===== src/rtl/mouse_pkg.sv =====
// Shared definitions for the mouse cursor tracker: status bit map, FSM encoding, screen size.
// Latency: n/a (declarations only).
// Backpressure: n/a.
package mouse_pkg;

    // Bit positions inside the PS/2 status byte
    localparam int BTN_L   = 0;
    localparam int BTN_R   = 1;
    localparam int BTN_M   = 2;
    localparam int ALWAYS1 = 3;
    localparam int XSIGN   = 4;
    localparam int YSIGN   = 5;
    localparam int XOVF    = 6;
    localparam int YOVF    = 7;

    // Default screen geometry of the VGA renderer
    localparam int SCREEN_W_DEF = 160;
    localparam int SCREEN_H_DEF = 120;

    // Width of the intermediate signed position sum
    localparam int SUM_W = 11;

    typedef enum logic [1:0] {
        IDLE   = 2'd0,
        CHECK  = 2'd1,
        CALC   = 2'd2,
        COMMIT = 2'd3
    } state_e;

endpackage


===== src/rtl/mouse_cursor_tracker_if.sv =====
// Decoded PS/2 packet bus from the packet receiver to the cursor tracker.
// Latency: n/a (wires only).
// Backpressure: none; the receiver strobes packet_valid and the tracker drops what it cannot take.
interface mouse_cursor_tracker_if;

    logic       packet_valid;
    logic [7:0] status;
    logic [7:0] dx;
    logic [7:0] dy;

    modport master (output packet_valid, output status, output dx, output dy);
    modport slave  (input  packet_valid, input  status, input  dx, input  dy);

endinterface


===== src/rtl/axis_clamp_accum.sv =====
// One cursor axis: signed delta scaling, accumulate onto the position, clamp to the screen.
// Latency: combinational; the caller registers sum_o and feeds it back as sum_i one stage later.
// Backpressure: none.
module axis_clamp_accum
    import mouse_pkg::*;
#(
    parameter int WIDTH  = 8,
    parameter int LIMIT  = 160,
    parameter int SHIFT  = 1,
    parameter bit INVERT = 1'b0
) (
    input  logic [WIDTH-1:0]        pos_i,
    input  logic                    sign_i,
    input  logic [7:0]              mag_i,
    input  logic                    ovf_i,
    output logic signed [SUM_W-1:0] sum_o,
    input  logic signed [SUM_W-1:0] sum_i,
    output logic [WIDTH-1:0]        clamped_o
);

    localparam logic signed [SUM_W-1:0] MAX_POS = SUM_W'(LIMIT - 1);

    logic signed [8:0]       d_raw;
    logic signed [8:0]       d_scaled;
    logic signed [SUM_W-1:0] d_ext;
    logic signed [SUM_W-1:0] pos_ext;

    // Overflowed deltas are discarded; arithmetic shift floors, so -1 stays -1
    always_comb begin
        d_raw    = ovf_i ? 9'sd0 : {sign_i, mag_i};
        d_scaled = d_raw >>> SHIFT;
        d_ext    = {{(SUM_W-9){d_scaled[8]}}, d_scaled};
        pos_ext  = {{(SUM_W-WIDTH){1'b0}}, pos_i};
        sum_o    = INVERT ? (pos_ext - d_ext) : (pos_ext + d_ext);
    end

    // Saturate the registered sum into 0..LIMIT-1
    always_comb begin
        clamped_o = sum_i[WIDTH-1:0];
        if (sum_i[SUM_W-1]) begin
            clamped_o = '0;
        end else if (sum_i > MAX_POS) begin
            clamped_o = MAX_POS[WIDTH-1:0];
        end
    end

endmodule


===== src/rtl/mouse_cursor_tracker.sv =====
// Turns decoded PS/2 packets into a clamped absolute cursor, button levels and click pulses.
// Latency: capture edge t -> position, buttons and pulses registered on edge t+3, IDLE again from then.
// Backpressure: none; packets arriving while busy are dropped and counted in drop_count.
module mouse_cursor_tracker
    import mouse_pkg::*;
#(
    parameter int SCREEN_W    = SCREEN_W_DEF,
    parameter int SCREEN_H    = SCREEN_H_DEF,
    parameter int X_INIT      = 80,
    parameter int Y_INIT      = 60,
    parameter int SPEED_SHIFT = 1
) (
    input  logic                 clk,
    input  logic                 reset,
    input  logic                 enable_send,
    mouse_cursor_tracker_if.slave pkt,
    output logic [7:0]           cursor_x,
    output logic [6:0]           cursor_y,
    output logic [2:0]           buttons,
    output logic                 left_click,
    output logic                 right_click,
    output logic                 middle_click,
    output logic                 cursor_moved,
    output logic                 busy,
    output logic                 sync_err,
    output logic [7:0]           drop_count
);

    state_e                  state_q, state_d;
    logic [7:0]              status_q, dx_q, dy_q;
    logic signed [SUM_W-1:0] nx_q, ny_q;
    logic signed [SUM_W-1:0] sum_x, sum_y;
    logic [7:0]              clamp_x;
    logic [6:0]              clamp_y;
    logic [7:0]              cursor_x_q;
    logic [6:0]              cursor_y_q;
    logic [2:0]              buttons_q;
    logic [2:0]              click_q;
    logic                    moved_q;
    logic                    sync_err_q;
    logic [7:0]              drop_q, drop_d;

    logic       capture;
    logic       sync_reject;
    logic       busy_drop;
    logic       do_commit;
    logic [1:0] drop_inc;
    logic [8:0] drop_sum;

    axis_clamp_accum #(
        .WIDTH (8),
        .LIMIT (SCREEN_W),
        .SHIFT (SPEED_SHIFT),
        .INVERT(1'b0)
    ) u_axis_x (
        .pos_i    (cursor_x_q),
        .sign_i   (status_q[XSIGN]),
        .mag_i    (dx_q),
        .ovf_i    (status_q[XOVF]),
        .sum_o    (sum_x),
        .sum_i    (nx_q),
        .clamped_o(clamp_x)
    );

    // PS/2 reports +Y as up while screen rows grow downward, hence the inverted axis
    axis_clamp_accum #(
        .WIDTH (7),
        .LIMIT (SCREEN_H),
        .SHIFT (SPEED_SHIFT),
        .INVERT(1'b1)
    ) u_axis_y (
        .pos_i    (cursor_y_q),
        .sign_i   (status_q[YSIGN]),
        .mag_i    (dy_q),
        .ovf_i    (status_q[YOVF]),
        .sum_o    (sum_y),
        .sum_i    (ny_q),
        .clamped_o(clamp_y)
    );

    // Qualifying events; with enable_send low nothing is captured, counted or committed
    always_comb begin
        capture     = (state_q == IDLE)   && enable_send && pkt.packet_valid;
        busy_drop   = (state_q != IDLE)   && enable_send && pkt.packet_valid;
        sync_reject = (state_q == CHECK)  && enable_send && !status_q[ALWAYS1];
        do_commit   = (state_q == COMMIT) && enable_send;
        drop_inc    = {1'b0, busy_drop} + {1'b0, sync_reject};
        drop_sum    = {1'b0, drop_q} + {7'd0, drop_inc};
        drop_d      = drop_sum[8] ? 8'hFF : drop_sum[7:0];
    end

    // Next-state: one cycle per stage, any stage aborts to IDLE when enable_send drops
    always_comb begin
        state_d = state_q;
        case (state_q)
            IDLE:    if (capture) state_d = CHECK;
            CHECK:   state_d = (!enable_send || !status_q[ALWAYS1]) ? IDLE : CALC;
            CALC:    state_d = enable_send ? COMMIT : IDLE;
            COMMIT:  state_d = IDLE;
            default: state_d = IDLE;
        endcase
    end

    // FSM state register
    always_ff @(posedge clk or negedge reset) begin
        if (!reset) begin
            state_q <= IDLE;
        end else begin
            state_q <= state_d;
        end
    end

    // Packet capture, position pipeline, button/pulse and drop counter registers
    always_ff @(posedge clk or negedge reset) begin
        if (!reset) begin
            status_q   <= '0;
            dx_q       <= '0;
            dy_q       <= '0;
            nx_q       <= '0;
            ny_q       <= '0;
            cursor_x_q <= 8'(X_INIT);
            cursor_y_q <= 7'(Y_INIT);
            buttons_q  <= '0;
            click_q    <= '0;
            moved_q    <= 1'b0;
            sync_err_q <= 1'b0;
            drop_q     <= '0;
        end else begin
            sync_err_q <= sync_reject;
            click_q    <= '0;
            moved_q    <= 1'b0;
            drop_q     <= drop_d;
            if (capture) begin
                status_q <= pkt.status;
                dx_q     <= pkt.dx;
                dy_q     <= pkt.dy;
            end
            if (state_q == CALC) begin
                nx_q <= sum_x;
                ny_q <= sum_y;
            end
            if (do_commit) begin
                cursor_x_q <= clamp_x;
                cursor_y_q <= clamp_y;
                buttons_q  <= status_q[BTN_M:BTN_L];
                click_q    <= status_q[BTN_M:BTN_L] & ~buttons_q;
                moved_q    <= (clamp_x != cursor_x_q) || (clamp_y != cursor_y_q);
            end
        end
    end

    assign cursor_x     = cursor_x_q;
    assign cursor_y     = cursor_y_q;
    assign buttons      = buttons_q;
    assign left_click   = click_q[BTN_L];
    assign right_click  = click_q[BTN_R];
    assign middle_click = click_q[BTN_M];
    assign cursor_moved = moved_q;
    assign busy         = (state_q != IDLE);
    assign sync_err     = sync_err_q;
    assign drop_count   = drop_q;

endmodule


===== src/flat_wrapper.sv =====
// flat-port wrapper written by rule: the top's interface ports become plain ports
module mouse_cursor_tracker_flat import mouse_pkg::*;
#(
    parameter int SCREEN_W    = SCREEN_W_DEF,
    parameter int SCREEN_H    = SCREEN_H_DEF,
    parameter int X_INIT      = 80,
    parameter int Y_INIT      = 60,
    parameter int SPEED_SHIFT = 1
)
  (clk, reset, enable_send, cursor_x, cursor_y, buttons, left_click, right_click, middle_click, cursor_moved, busy, sync_err, drop_count, pkt_packet_valid, pkt_status, pkt_dx, pkt_dy);
  mouse_cursor_tracker_if pkt_i ();
  input  logic clk;
  input  logic reset;
  input  logic enable_send;
  output logic [7:0] cursor_x;
  output logic [6:0] cursor_y;
  output logic [2:0] buttons;
  output logic left_click;
  output logic right_click;
  output logic middle_click;
  output logic cursor_moved;
  output logic busy;
  output logic sync_err;
  output logic [7:0] drop_count;
  input wire logic [$bits(pkt_i.packet_valid)-1:0] pkt_packet_valid;
  input wire logic [$bits(pkt_i.status)-1:0] pkt_status;
  input wire logic [$bits(pkt_i.dx)-1:0] pkt_dx;
  input wire logic [$bits(pkt_i.dy)-1:0] pkt_dy;
  assign pkt_i.packet_valid = pkt_packet_valid;
  assign pkt_i.status = pkt_status;
  assign pkt_i.dx = pkt_dx;
  assign pkt_i.dy = pkt_dy;
  mouse_cursor_tracker #(.SCREEN_W(SCREEN_W), .SCREEN_H(SCREEN_H), .X_INIT(X_INIT), .Y_INIT(Y_INIT), .SPEED_SHIFT(SPEED_SHIFT)) u_core (.clk(clk), .reset(reset), .enable_send(enable_send), .pkt(pkt_i), .cursor_x(cursor_x), .cursor_y(cursor_y), .buttons(buttons), .left_click(left_click), .right_click(right_click), .middle_click(middle_click), .cursor_moved(cursor_moved), .busy(busy), .sync_err(sync_err), .drop_count(drop_count));
endmodule

===== config.mk =====
export PLATFORM = sky130hd
export DESIGN_NAME = mouse_cursor_tracker_flat
export DESIGN_NICKNAME = d
export VERILOG_FILES = /design/src/rtl/mouse_pkg.sv /design/src/rtl/mouse_cursor_tracker_if.sv /design/src/rtl/axis_clamp_accum.sv /design/src/rtl/mouse_cursor_tracker.sv /design/src/flat_wrapper.sv
export SDC_FILE = /design/constraint.sdc
export NUM_CORES = 1
export LEC_CHECK = 0
export BUFFER_PORTS_ARGS = -buffer_cell sky130_fd_sc_hd__buf_2
export CAP_MARGIN = 25
export CORE_MARGIN = 2
export CORE_UTILIZATION = 62
export CTS_CLUSTER_SIZE = 14
export DETAILED_ROUTE_END_ITERATION = 6
export PLACE_DENSITY = 0.86
export SETUP_SLACK_MARGIN = 0.02
export SLEW_MARGIN = 0
export SYNTH_ARGS = -nofsm -noshare
export SYNTH_HDL_FRONTEND = slang
export SYNTH_SLANG_ARGS = --single-unit

===== constraint.sdc =====
create_clock -name clk -period 5.3 [get_ports clk]
set_input_delay 0.265 -clock clk [delete_from_list [all_inputs] [get_ports clk]]
set_output_delay 0.265 -clock clk [all_outputs]
set_load 0.03 [all_outputs]

# --- After elaboration in Yosys (flattened, before gate mapping) ---
# Cells that the tools add are included.
classes:
  addsub: 4
  multipliers: 0
  div_mod_pow: 0
  n_lt_le_gt_ge: 2
  n_eq_ne: 6
  shifts: 0
  n_mux: 13
  bitwise_logic: 2
  reduce_logical: 13
op_table:
  columns: ["cell", "count"]
  rows:
  - ["$mux W8", 3]
  - ["$mux W9", 2]
  - ["$mux W7", 2]
  - ["$gt A11 B8 Y1 const B", 1]
  - ["$gt A11 B9 Y1 const B", 1]
  - ["$add A9 B8 Y10", 1]
  - ["$add A8 B2 Y9", 1]
  - ["$sub A8 B8 Y9", 1]
  - ["$ne A8 B8 Y1", 1]
  - ["$pmux W2 S4", 1]
  - ["$logic_and A1 B1 Y1", 7]
  - ["$ne A7 B7 Y1", 1]
  - ["$mux W2", 3]
  - ["$eq A2 B2 Y1 const B", 2]
  - ["$and A3 B3 Y3", 1]
  - ["$mux W3", 1]
  - ["$not A3 Y3", 1]
  - ["$add A1 B1 Y2", 1]
  - ["$eq A2 B1 Y1 const B", 1]
  - ["$logic_not A1 Y1", 2]
  - ["$logic_not A2 Y1", 1]
  - ["$logic_or A1 B1 Y1", 2]
  - ["$ne A2 B1 Y1 const B", 1]
  - ["$reduce_bool A2 Y1", 1]
  - ["$mux W1", 1]
totals:
  reg_bits: 79
  latchBits: 0
  ramBits: 0
  rom_bits: 0
  input_bits: 28
  output_inout_bits: 32
  word_cells: 53
  memories: 0

# --- Logic depth before layout (Yosys ltp) ---
logic_depth:
  depth_word: 6
  depth_mapped: 10
  mapped_depth_nobuf: 10

# --- By module ---
# A second synthesis with hierarchy kept.
hier_totals:
  hier_cells: 355
  area_unflattened_um2: 4259.1
modules_own_cells:
  columns: ["module", "n_inst", "cells_each", "area_each_um2", "seq_area_each_um2"]
  rows:
  - ["mouse_cursor_tracker", 1, 206, 3249.4, 1984.4]
  - ["axis_clamp_accum at u_core.u_axis_x", 1, 78, 513.0, 0.0]
  - ["axis_clamp_accum at u_core.u_axis_y", 1, 71, 496.7, 0.0]

# --- Worst setup path before layout ---
# Ideal clock, no wire load.
synth_timing:
  path_kind: "register to register"
  startpoint: "register u_core.cursor_x_q[0] (netlist: u_core.cursor_x[0])"
  endpoint: "register u_core.nx_q[8]"
  setup_time_ns: 0.069
  arrival_time_ns: 2.159
  required_ns: 5.231
  path_slack_ns: 3.072
  path_stages_with_launch: 10
  n_path_buf: 0
  period_less_slack_ns: 2.228
  cell_sequence: "dfrtp_1 ha_1 inv_1 fa_1 nor2b_1 o21ai_0 a21oi_1 o211ai_1 a2111o_1 nand3_1"
synth_between:
  elab_chain_len: 1
synth_rtl:
  columns: ["element", "line", "text"]
  rows:
  - ["start: declaration", "mouse_cursor_tracker.sv:35", "logic [7:0] cursor_x_q;"]
  - ["start signal: assignment", "mouse_cursor_tracker.sv:121", "cursor_x_q <= 8'(X_INIT);"]
  - ["start signal: assignment", "mouse_cursor_tracker.sv:143", "cursor_x_q <= clamp_x;"]
  - ["$add A9 B8 Y10", "axis_clamp_accum.sv:34", "sum_o = INVERT ? (pos_ext - d_ext) : (pos_ext + d_ext);"]
  - ["end signal: assignment", "mouse_cursor_tracker.sv:139", "nx_q <= sum_x;"]
  - ["end: declaration", "mouse_cursor_tracker.sv:31", "logic signed [SUM_W-1:0] nx_q, ny_q;"]
# Every way passes these cells.
# A chain may end at the register's enable or synchronous reset.

# --- Worst setup path after layout ---
layout_timing:
  startpoint: "register u_core.status_q[6]"
  endpoint: "register u_core.nx_q[8]"
layout_between:
  elab_chain_len: 2
layout_rtl:
  columns: ["element", "line", "text"]
  rows:
  - ["start: declaration", "mouse_cursor_tracker.sv:30", "logic [7:0] status_q, dx_q, dy_q;"]
  - ["start signal: assignment", "mouse_cursor_tracker.sv:134", "status_q <= pkt.status;"]
  - ["$mux W9", "axis_clamp_accum.sv:30", "d_raw = ovf_i ? 9'sd0 : {sign_i, mag_i};"]
  - ["$add A9 B8 Y10", "axis_clamp_accum.sv:34", null]
# Every way passes these cells.

==> key figures <==
Status
  • Status: completed

Placement
  • DP HPWL: approximately 5.7 mm
  • Placed cells: between 500 and 600
  • Port bufs: 57
  • GPL Wtd Cong: 0.860

Clocking
  • CTS tree: yes
  • Root Driver: clkbuf_8
  • Worst skew pair latency: about 0.35 ns
  • CTS H-tree lvls: 3
  • Post-CTS Hold Fix Bufs: 0
  • Reg clk slew, reported paths: roughly 0.07 ns
  • Post-CTS Setup Inserts: 0
  • TritonCTS Buffers: 9
  • CTS Sinks: between 70 and 80
  • CTS-repair resized insts: 0
  • Max Root-Sink Buffers: 2

STA
  • Slew headroom: 0.391
  • Final Max Slew Viols: 0
  • Final Hold Fails: 0
  • Final setup viols: 0
  • Setup Skew: roughly 0.0075 ns
  • RSZ-0062 raised after global routing: no
  • Setup TNS: 0 ns
  • Worst-Margin Slew: 0.913 ns
  • Final period utilization: 0.456
  • Fin crit period: between 2 and 2.5 ns
  • Peak Freq: 413 MHz

Floorplan
  • Die Ht: 84.4 um
  • Die X: 84.4 um
  • # IOs: 60
  • Initial Util: 0.635
  • Die Area: 7130 um^2
  • Row count: 29
  • Core footprint: 6310 um^2

Drt
  • Via density: around 6
  • Via count: about 3200
  • Wire per inst: 15.4 um
  • Drt pass-1 iters: 5
  • Drt drc: 0
  • Starting DRT DRC Count: ~260
  • Detail Route Antenna Nets: 0
  • Drt total wl: about 8.3 mm

Worst setup path
  • CP max FO: 9
  • R2R Path Start: u_core.status_q[6]$_DFFE_PN0P_
  • Reg-to-reg slack, setup: 2.88 ns
  • Crit-path max cell delay: between 0.4 and 0.5 ns
  • WP data arrival: 2.70 ns
  • Crit Path Category: reg2reg
  • Worst-path cell with the longest stage delay: dfrtp_1
  • Worst setup EP type: flip-flop
  • Element type at the critical path start: flip-flop
  • R2R cell count: 10
  • Crit Reg-Reg Endpoint: u_core.nx_q[8]$_DFFE_PN0N_
  • CP cell instances: nor2b_1 -> ha_1 -> inv_1 -> fa_1 -> nor2b_1 -> o21ai_0 -> a21oi_1 -> o211ai_1 -> a2111o_1 -> nand3_1
  • Worst path most repeated cell: nor2b_1
  • Worst EP required: 5.58 ns

Synth
  • EDFF count, synth: 0
  • Commonest register cell after synthesis: dfrtp_1
  • Asr flop ratio synth: 1.00
  • Yosys top cell area share: 0.424
  • Post-synth top area cell: dfrtp_1
  • Commonest cells post-synth: dfrtp_1 (68), nand2_1 (46), mux2_2 (25), nor2_1 (25), o21ai_0 (24)
  • YS warnings: 0
  • Flops & latches, synth: 74
  • Synthesized area: 4010 um^2
  • Mean Syn Cell Area: between 9 and 10 um^2
  • Syn Inst Count: 402
  • Cell with the most instances after synthesis: dfrtp_1
  • Syn nets: 450
  • Sequential area share after synthesis: 0.464
  • Distinct cell type count after synthesis: slightly below 50
  • Synth area leaders: dfrtp_1 (42%), mux2_2 (7.0%), ha_1 (5.3%), nand2_1 (4.3%), dfstp_2 (3.9%)

Global routing
  • Pin count of the biggest net entering global routing: 75
  • Total GRT Usage: 0.246
  • Vias in the first global route: roughly 3000
  • GR Util met1: 0.330
  • Grt met3 use: 0.0462
  • Global-route wire length before repair: 14.0 mm
  • Overflow after GRT: 0
  • Met2 usage: 0.394
  • Gr busiest metal: met2
  • Antenna violations before repair: 0

Finish
  • Diodes inserted: 0
  • Layout Nets: 506
  • P&R area growth vs syn: 14.7%
  • Non-Filler Instances: 540
  • Area taken by flip-flops and latches: between 1500 and 2000 um^2
  • Footprint of the multi-input gates: 2030 um^2
  • Share of cells above drive strength 1: 0.240
  • Fill count: 463

Power and ir drop
  • Total Power: ~2500 uW
  • Pwr/cell area: 554 nW/um^2
  • Peak VDD IR: approximately 0.00043 V
  • Leak: about 0.0022 uW

Run
  • Maxcap violations: 0

Hold path
  • Type of the most critical hold path: in2async
[cell usage in the layout (no fill, tap or decap), types with 4 or more instances in the layout]
cell	netlist	final
nand3_1	13	13
clkbuf_8	0	9
nand2b_1	11	11
nand2_1	46	46
o31ai_1	15	15
nor3_1	14	14
xnor2_1	5	5
mux2_2	25	25
buf_2	4	57
a31oi_1	4	4
nor2_1	25	24
o21bai_1	4	4
ha_1	17	17
o21a_1	7	7
xor2_1	8	8
o21ai_0	24	24
nor2b_1	15	15
dfrtp_1	68	68
a21oi_1	14	14
and3_1	6	6
inv_1	14	14
dfstp_2	6	6
[power by group]
| part | switching (uW) | internal (uW) | leakage, uW | total, uW |
|---|---|---|---|---|
| clock network | 218 | 313 | 0.000123 | 531 |
| logic | 576 | 433 | 0.00111 | 1010 |
| registers | 253 | 755 | 0.000926 | 1010 |
[sequential cells by signal, indices dropped and copies added, names as in the netlist]
| register | cells |
|---|---|
| u_core.nx_q | 10 |
| u_core.ny_q | 9 |
| u_core.drop_count | 8 |
| u_core.click_q | 3 |
| u_core.sync_err | 1 |
| u_core.status_q | 8 |
| u_core.cursor_y | 7 |
| u_core.state_q | 2 |
| u_core.dy_q | 7 |
| u_core.cursor_x | 8 |
| u_core.buttons | 3 |
| u_core.cursor_moved | 1 |
| u_core.dx_q | 7 |
[metrics by stage]
stage | hold WS (ns) | area, um^2 | setup WS (ns) | utilization
after floorplan | -0.0306 | 4010 | 3.07 | -
after global placement | 0.433 | 4340 | 2.93 | 0.688
after detailed placement | 0.436 | 4360 | 2.92 | 0.690
after CTS | 0.137 | 4600 | 2.89 | 0.728
after global routing | 0.136 | 4600 | 2.69 | 0.728
final | 0.124 | 4600 | 2.88 | 0.728
[cell families after synthesis]
kind of cell | synth area share
xor gates and xnor gates | 0.0284
muxes | 0.0702
adders and majority gates | 0.0680
and+or+nand+nor | 0.181
buffers and inverters | 0.0312
DFF | 0.464
AOI/OAI and AO/OA | 0.157
[layer usage]
| layer | wire length (um) | vias to the layer above |
|---|---|---|
| met3 | 444 | 12 |
| met1 | 3730 | 1549 |
| li1 | - | 1557 |
| met2 | 3990 | 107 |
| met4 | 136 | 0 |
| met5 | 0 | - |
[how the worst max path moves through the flow]
stage	startpoint	end	cells past startpoint
finish	u_core.status_q[6]$_DFFE_PN0P_	u_core.nx_q[8]$_DFFE_PN0N_	10
global route	u_core.status_q[6]$_DFFE_PN0P_	u_core.nx_q[8]$_DFFE_PN0N_	10
CTS	u_core.status_q[6]$_DFFE_PN0P_	u_core.nx_q[8]$_DFFE_PN0N_	10
detailed placement	u_core.status_q[6]$_DFFE_PN0P_	u_core.nx_q[8]$_DFFE_PN0N_	10
global placement	u_core.status_q[6]$_DFFE_PN0P_	u_core.nx_q[8]$_DFFE_PN0N_	10
floorplan	u_core.cursor_x[0]$_DFFE_PN0P_	u_core.nx_q[8]$_DFFE_PN0N_	9
[cell type report]
| type | count | share of cell area |
|---|---|---|
| tap | 77 | 0.0209 |
| clock buffer | 9 | 0.0269 |
| sequential | 74 | 0.404 |
| clock inverter | 7 | 0.0256 |
| timing repair buffer | 61 | 0.0702 |
| inverter | 14 | 0.0114 |
| multi-input combinational | 298 | 0.441 |
[worst max-delay path: cells and delay by family, from the launching register on]
kind | cells | cell delay [ns]
buffers and inverters | 1 | 0.05
AOI/OAI and AO/OA | 4 | 0.90
adders and majority gates | 2 | 0.57
and+or+nand+nor | 3 | 0.36
DFF | 1 | 0.48
No activity file was read; power rests on OpenSTA's default activity.
